[config.mk]
export PLATFORM = sky130hd
export DESIGN_NAME = mux8_rr_sched_flat
export DESIGN_NICKNAME = d
export VERILOG_FILES = /design/src/rtl/mux8_rr_sched_pkg.sv /design/src/rtl/mux8_rr_sched_if.sv /design/src/rtl/mux8.sv /design/src/rtl/mux8_rr_sched_rr_pick8.sv /design/src/rtl/mux8_rr_sched.sv /design/src/flat_wrapper.sv
export SDC_FILE = /design/constraint.sdc
export NUM_CORES = 1
export LEC_CHECK = 0
export ABC_AREA = 0
export BUFFER_PORTS_ARGS = -buffer_cell sky130_fd_sc_hd__buf_4
export CORE_AREA = 2 2 76 78
export CTS_CLUSTER_SIZE = 28
export DETAILED_ROUTE_END_ITERATION = 12
export DIE_AREA = 0 0 78 80
export PLACE_DENSITY_LB_ADDON = 0.2
export SYNTH_ARGS = -nofsm -noshare
export SYNTH_HDL_FRONTEND = slang
export SYNTH_SLANG_ARGS = --single-unit
[constraint.sdc]
create_clock -name clk -period 6.4 [get_ports clk]
set_input_delay 0.32 -clock clk [delete_from_list [all_inputs] [get_ports clk]]
set_output_delay 0.32 -clock clk [all_outputs]
set_load 0.05 [all_outputs]
[src/rtl/mux8_rr_sched_pkg.sv]
// mux8_rr_sched_pkg: shared definitions for the round-robin mux scheduler.
//   NUM_REQ  number of requesters sharing the mux path
//   SEL_W    width of the mux select / requester index
//   state_e  scheduler states (IDLE=0, GRANT=1, TURN=2)
package mux8_rr_sched_pkg;

   localparam int NUM_REQ = 8;
   localparam int SEL_W   = 3;

   typedef enum logic [1:0] {
      ST_IDLE  = 2'd0,
      ST_GRANT = 2'd1,
      ST_TURN  = 2'd2
   } state_e;

endpackage

[src/rtl/mux8_rr_sched_if.sv]
// mux8_rr_sched_if: request/data bundle between the requesting units and
// the scheduler.
//   req[7:0]  level-sensitive request lines          (requesters -> scheduler)
//   din[7:0]  data bit from each requester           (requesters -> scheduler)
//   gnt[7:0]  one-hot grant, zero when idle          (scheduler -> requesters)
//   sel[2:0]  index of current/last grantee          (scheduler -> requesters)
//   busy      a grant is active                      (scheduler -> requesters)
//   dout      routed bit of the grantee, 0 when idle (scheduler -> line)
// Modports: master = requester side, slave = scheduler side.
interface mux8_rr_sched_if;
   import mux8_rr_sched_pkg::*;

   logic [NUM_REQ-1:0] req;
   logic [NUM_REQ-1:0] din;
   logic [NUM_REQ-1:0] gnt;
   logic [SEL_W-1:0]   sel;
   logic               busy;
   logic               dout;

   modport master (output req, output din, input gnt, input sel, input busy, input dout);
   modport slave  (input req, input din, output gnt, output sel, output busy, output dout);

endinterface

[src/rtl/mux8.sv]
// mux8: plain 8:1 single-bit multiplexer.
//   in0..in7  data inputs
//   sel[2:0]  select
//   out       in<sel>
module mux8 (
   input  logic       in0,
   input  logic       in1,
   input  logic       in2,
   input  logic       in3,
   input  logic       in4,
   input  logic       in5,
   input  logic       in6,
   input  logic       in7,
   input  logic [2:0] sel,
   output logic       out
);

   always_comb begin
      unique case (sel)
         3'd0:    out = in0;
         3'd1:    out = in1;
         3'd2:    out = in2;
         3'd3:    out = in3;
         3'd4:    out = in4;
         3'd5:    out = in5;
         3'd6:    out = in6;
         default: out = in7;
      endcase
   end

endmodule

[src/rtl/mux8_rr_sched_rr_pick8.sv]
// rr_pick8: combinational rotating priority search.
//   req[7:0]  request lines
//   ptr[2:0]  highest-priority index; order is ptr, ptr+1, ... ptr+7 (mod 8)
//   found     at least one request is set
//   idx[2:0]  first set request in search order (0 when none)
module rr_pick8
   import mux8_rr_sched_pkg::*;
(
   input  logic [NUM_REQ-1:0] req,
   input  logic [SEL_W-1:0]   ptr,
   output logic               found,
   output logic [SEL_W-1:0]   idx
);

   logic [SEL_W-1:0] cand;

   // Walk from the lowest priority to the highest so the last hit,
   // i.e. the one closest to ptr, is what remains in idx.
   always_comb begin
      // NOTE: every always_comb output gets a default before any branch,
      // otherwise the tool infers a latch to hold the old value.
      found = |req;
      idx   = '0;
      cand  = '0;
      for (int i = NUM_REQ - 1; i >= 0; i--) begin
         cand = ptr + SEL_W'(i);
         if (req[cand]) idx = cand;
      end
   end

endmodule

[src/rtl/mux8_rr_sched.sv]
// mux8_rr_sched: round-robin scheduler sharing one 8:1 bit mux among eight
// requesters. A grant lasts until the grantee drops req or has held it
// HOLD_MAX cycles (HOLD_MAX=0: no limit); on release the grantee becomes
// lowest priority.
//   clk    system clock, rising edge
//   rst_n  asynchronous active-low reset
//   bus    mux8_rr_sched_if.slave: req/din in, gnt/sel/busy registered out,
//          dout = mux8(din, sel) & busy (combinational)
// Build option: define MUX8_SCHED_TURNAROUND_EN to insert a one-cycle
// idle TURN state after every release.
module mux8_rr_sched
   import mux8_rr_sched_pkg::*;
#(
   parameter int HOLD_MAX = 4,
   parameter int HOLD_W   = 4
) (
   input  logic            clk,
   input  logic            rst_n,
   mux8_rr_sched_if.slave  bus
);

   localparam logic [HOLD_W-1:0] HOLD_LIM = HOLD_W'(HOLD_MAX);

   state_e             state_q, state_d;
   logic [NUM_REQ-1:0] gnt_q, gnt_d;
   logic [SEL_W-1:0]   sel_q, sel_d;
   logic               busy_q, busy_d;
   logic [SEL_W-1:0]   ptr_q, ptr_d;
   logic [HOLD_W-1:0]  hold_cnt_q, hold_cnt_d;

   logic               release_now;
   logic [SEL_W-1:0]   pick_ptr;
   logic               pick_found;
   logic [SEL_W-1:0]   pick_idx;
   logic               mux_out;

   // While granting, search as if ptr had already moved past the grantee so
   // a release can re-grant on the same edge.
   assign pick_ptr = (state_q == ST_GRANT) ? sel_q + SEL_W'(1) : ptr_q;

   rr_pick8 u_pick (
      .req   (bus.req),
      .ptr   (pick_ptr),
      .found (pick_found),
      .idx   (pick_idx)
   );

   assign release_now = !bus.req[sel_q] || ((HOLD_MAX != 0) && (hold_cnt_q == HOLD_LIM));

   always_comb begin
      state_d    = state_q;
      gnt_d      = gnt_q;
      sel_d      = sel_q;
      busy_d     = busy_q;
      ptr_d      = ptr_q;
      hold_cnt_d = hold_cnt_q;

      unique case (state_q)
         ST_GRANT: begin
            if (!release_now) begin
               // With HOLD_MAX=0 the counter just wraps; nothing reads it.
               hold_cnt_d = hold_cnt_q + HOLD_W'(1);
            end else begin
               ptr_d = sel_q + SEL_W'(1);
`ifdef MUX8_SCHED_TURNAROUND_EN
               state_d = ST_TURN;
               gnt_d   = '0;
               busy_d  = 1'b0;
`else
               if (pick_found) begin
                  gnt_d      = NUM_REQ'(1) << pick_idx;
                  sel_d      = pick_idx;
                  hold_cnt_d = HOLD_W'(1);
               end else begin
                  state_d = ST_IDLE;
                  gnt_d   = '0;
                  busy_d  = 1'b0;
               end
`endif
            end
         end
`ifdef MUX8_SCHED_TURNAROUND_EN
         ST_TURN: begin
            if (pick_found) begin
               state_d    = ST_GRANT;
               gnt_d      = NUM_REQ'(1) << pick_idx;
               sel_d      = pick_idx;
               busy_d     = 1'b1;
               hold_cnt_d = HOLD_W'(1);
            end else begin
               state_d = ST_IDLE;
            end
         end
`endif
         default: begin
            // IDLE, and recovery from any unused encoding.
            state_d = ST_IDLE;
            gnt_d   = '0;
            busy_d  = 1'b0;
            if (pick_found) begin
               state_d    = ST_GRANT;
               gnt_d      = NUM_REQ'(1) << pick_idx;
               sel_d      = pick_idx;
               busy_d     = 1'b1;
               hold_cnt_d = HOLD_W'(1);
            end
         end
      endcase
   end

   // NOTE: state is updated with non-blocking assignments so every flop
   // samples the pre-edge values, independent of statement order.
   always_ff @(posedge clk or negedge rst_n) begin
      if (!rst_n) begin
         state_q    <= ST_IDLE;
         gnt_q      <= '0;
         sel_q      <= '0;
         busy_q     <= 1'b0;
         ptr_q      <= '0;
         hold_cnt_q <= '0;
      end else begin
         state_q    <= state_d;
         gnt_q      <= gnt_d;
         sel_q      <= sel_d;
         busy_q     <= busy_d;
         ptr_q      <= ptr_d;
         hold_cnt_q <= hold_cnt_d;
      end
   end

   mux8 u_mux (
      .in0 (bus.din[0]),
      .in1 (bus.din[1]),
      .in2 (bus.din[2]),
      .in3 (bus.din[3]),
      .in4 (bus.din[4]),
      .in5 (bus.din[5]),
      .in6 (bus.din[6]),
      .in7 (bus.din[7]),
      .sel (sel_q),
      .out (mux_out)
   );

   assign bus.gnt  = gnt_q;
   assign bus.sel  = sel_q;
   assign bus.busy = busy_q;
   assign bus.dout = mux_out & busy_q;

endmodule

[src/flat_wrapper.sv]
// flat-port wrapper written by rule: the top's interface ports become plain ports
module mux8_rr_sched_flat import mux8_rr_sched_pkg::*;
#(
   parameter int HOLD_MAX = 4,
   parameter int HOLD_W   = 4
)
  (clk, rst_n, bus_req, bus_din, bus_gnt, bus_sel, bus_busy, bus_dout);
  mux8_rr_sched_if bus_i ();
  input  logic clk;
  input  logic rst_n;
  input wire logic [$bits(bus_i.req)-1:0] bus_req;
  input wire logic [$bits(bus_i.din)-1:0] bus_din;
  output wire logic [$bits(bus_i.gnt)-1:0] bus_gnt;
  output wire logic [$bits(bus_i.sel)-1:0] bus_sel;
  output wire logic [$bits(bus_i.busy)-1:0] bus_busy;
  output wire logic [$bits(bus_i.dout)-1:0] bus_dout;
  assign bus_i.req = bus_req;
  assign bus_i.din = bus_din;
  assign bus_gnt = bus_i.gnt;
  assign bus_sel = bus_i.sel;
  assign bus_busy = bus_i.busy;
  assign bus_dout = bus_i.dout;
  mux8_rr_sched #(.HOLD_MAX(HOLD_MAX), .HOLD_W(HOLD_W)) u_core (.clk(clk), .rst_n(rst_n), .bus(bus_i));
endmodule
==> metrics.md <==
| Metric | Value |
|---|---|
| Tcrit/Tclk final | `65.9%` |
| Syn Nets | `approximately 270` |
| Worst setup endpoint | `u_core.bus.gnt[1]$_DFFE_PN0P_` |
| RSZ-0062 raised after global routing | `false` |
| Most Frequent Cell on Critical Path | `ha_1` |
| Synth warn | `0` |
| CP delay by family, top | `compound AO/OA/AOI/OAI gates` |
| Die Span X | `78 um` |
| Minimum clock period | `4.22 ns` |
| Seq cells post-synth | `19` |
| Setup crit end kind | `flop` |
| Most common cell after layout, fill and taps aside | `buf_4` |
| First-pass GRT wire length | `roughly 9.7 mm` |
| Starting Density | `39.2%` |
| Crit Path Class | `reg -> reg` |
| Async set-reset flop share out of synthesis | `100%` |
| Clock slew at the register clock pins of the worst setup and hold paths | `0.07 ns` |
| Post-synth EDFFs | `0` |
| Sink Count | `19` |
| Cell variety after synth | `65` |
| Fin. max-slew vios | `0` |
| Initial antenna violation count | `0` |
| R2R Path Start | `u_core.bus.sel[0]$_DFFE_PN0P_` |
| Final WS setup | `around 2.2 ns` |
| Worst reg2reg path depth | `15` |
| I/O pins | `31` |
| CP Max Fanout | `19` |
| Post-layout nets | `298` |
| Critical register-to-register path endpoint | `u_core.bus.gnt[1]$_DFFE_PN0P_` |
| Die ar. | `around 6200 um2` |
| Root Driver | `clkbuf_8` |
| Starting DRC count in detailed routing | `about 160` |
| Commonest cells after routing, fill and taps aside | `buf_4, nand2_1, dfrtp_1` |
| Largest net degree at the start of global routing | `20` |
| FF+latch area | `roughly 480 um2` |
| Fraction of layout cells with a size suffix above 1 | `24.7%` |
| Clk Latency, worst-skew pair | `0.26 ns` |
| Path type of the worst min-delay path | `in -> async` |
| Slowest-stage cell, CP | `dfrtp_1` |
| GPL Wtd Cong | `about 0.94` |
| Number of detailed-routing iterations run before antenna repair | `4` |
| Dpl ws | `~2.2 ns` |
| Worst-path cell chain | `inv_1, ha_1, mux2i_2, buf_4, inv_2, ha_1, nor2b_1, a2111oi_2, a21oi_1, a22oi_1, nand2_1, nor3_2, a211oi_2, nor4_1, a32o_1` |
| Post-detail-place hpwl | `about 4.5 mm` |
| Cells after Synth | `roughly 250` |
| Max Fclk | `237 MHz` |
| Max Cap Viol | `0` |
| DR DRC count | `0` |
| Hold Fails Final Rpt | `0` |
| Max incr delay on CP | `between 0.5 and 0.6 ns` |
| ANT nets after route | `0` |
| Area of the multi-input gates | `1530 um2` |
| WP buf/inv | `3` |
| Number of buffers created by CTS | `3` |
| Post-Route WL | `between 5 and 6 mm` |
| Vias in the first global route | `1977` |
| R2R setup slack | `2.18 ns` |
| Critical path depth | `15` |
| Htree depth | `1` |
| Register area share after synthesis | `22.4%` |
| # setup viols final | `0` |
| CP startpoint kind | `flop` |
| Outcome | `complete, no violations` |
| Worst EP arrival | `about 4.4 ns` |
| CORE AREA | `approximately 5400 um2` |
| Post-synth top flop | `dfrtp_1` |
| Worst EP required | `roughly 6.6 ns` |
| Skew final | `roughly 0.0062 ns` |
| GRT Total Usage | `about a fifth` |
| Die H | `about 80 um` |
| # rows | `27` |
| Slew margin rel. | `49.7%` |
| CTS tree | `built` |
| CTS Buffer Depth | `2` |
| Slew @ Worst Pin | `roughly 0.75 ns` |
| Avg WL per Cell | `~17 um` |
| PostCTS Resize Cnt | `0` |
| Area Overhead vs Synth | `14.2%` |
| Gr ovfl total | `0` |
| Vias per cell | `6.07` |
| Launch point of the worst path | `u_core.bus.sel[0]$_DFFE_PN0P_` |
| IO Port Bufs | `30` |
| Mean Syn Cell Area | `just under 9 um2` |
| Setup TNS | `0 ns` |
| Layout Utilization | `~45%` |
| Antenna Cells | `0` |
| DR vias | `about 2100` |
| Layout fillers | `~570` |
| Post-Syn Area | `2120 um2` |
## repair_timing
item,CTS,global route
buffers inserted,0,0
hold buffers,1,0
endpoints found under the hold margin,19,0
## cells by family (layout without fill, tap and decap cells)
kind of cell	Yosys count	after routing	synth area share [%]
AOI/OAI and AO/OA	83	83	29.9
adders and majority gates	8	8	4.72
buffers and inverters	20	46	5.37
DFF	19	19	22.4
muxes	22	22	14.0
and+or+nand+nor	93	93	23.5
## worst min path at each step
stage / cells past startpoint / to / slack (ns)
2_1_floorplan: 0 / u_core.bus.busy$_DFFE_PN0P_ / 0.02
3_3_place_gp: 1 / u_core.bus.gnt[6]$_DFFE_PN0P_ / 0.21
3_5_place_dp: 1 / u_core.bus.gnt[6]$_DFFE_PN0P_ / 0.21
4_1_cts: 2 / u_core.bus.sel[1]$_DFFE_PN0P_ / 0.47
5_1_grt: 2 / u_core.bus.gnt[0]$_DFFE_PN0P_ / 0.49
6_report: 2 / u_core.bus.sel[1]$_DFFE_PN0P_ / 0.46
## cell usage after synthesis (all sizes together), types with 6 or more instances
| cell type | instances | area, um2 |
|---|---|---|
| dfrtp | 19 | 475 |
| nor2 | 19 | 81.3 |
| ha | 8 | 100 |
| inv | 10 | 37.5 |
| nand3 | 10 | 50.1 |
| a21oi | 11 | 55.1 |
| buf | 7 | 65.1 |
| nand2 | 27 | 101 |
| and2 | 7 | 46.3 |
| mux2 | 6 | 71.3 |
| o21ai | 23 | 115 |
| mux2i | 11 | 114 |
## layout make-up
class	instances	area share, %
Inverter	10	1.55
Multi-Input combinational cell	206	63.2
Timing Repair Buffer	32	10.0
Sequential cell	19	19.6
Clock buffer	4	1.86
Tap cell	72	3.72
## stage by stage
stage / instance area (um2) / instances / hold slack [ns]
4_1_cts: 2420 / 343 / 0.467
3_5_place_dp: 2370 / 338 / 0.206
6_report: 2420 / 343 / 0.464
2_1_floorplan: 2120 / 245 / 0.0244
3_3_place_gp: 2370 / 338 / 0.209
5_1_grt: 2420 / 343 / 0.488
## flip-flops by register name, summed over array words and instances, names as in the netlist
| name | cells |
|---|---|
| u_core.bus.busy | 1 |
| u_core.bus.gnt | 8 |
| u_core.ptr_q | 3 |
| u_core.bus.sel | 3 |
| u_core.hold_cnt_q | 4 |
## per-layer routing
metal / part of all wire (%) / GRT usage (%) / routed length (um) / vias to the layer above
met1: 45 / 26.7 / 2690 / 987
met2: 47 / 31.8 / 2800 / 82
met3: 6.9 / 1.13 / 408 / 5
li1: - / - / - / 1007
met5: 0 / 0 / 0 / -
met4: 0.74 / 6.49 / 44 / 0
## worst reg2reg max path: stages (launching register included)
cell,delay (ns)
dfrtp_1,0.58
inv_1,0.12
ha_1,0.34
mux2i_2,0.14
buf_4,0.26
inv_2,0.17
ha_1,0.57
nor2b_1,0.11
a2111oi_2,0.33
a21oi_1,0.13
a22oi_1,0.30
nand2_1,0.11
nor3_2,0.15
a211oi_2,0.09
nor4_1,0.51
a32o_1,0.25
Power is not shown: default switching activity piles up to over one toggle a cycle in this logic, so the estimate is an artifact.
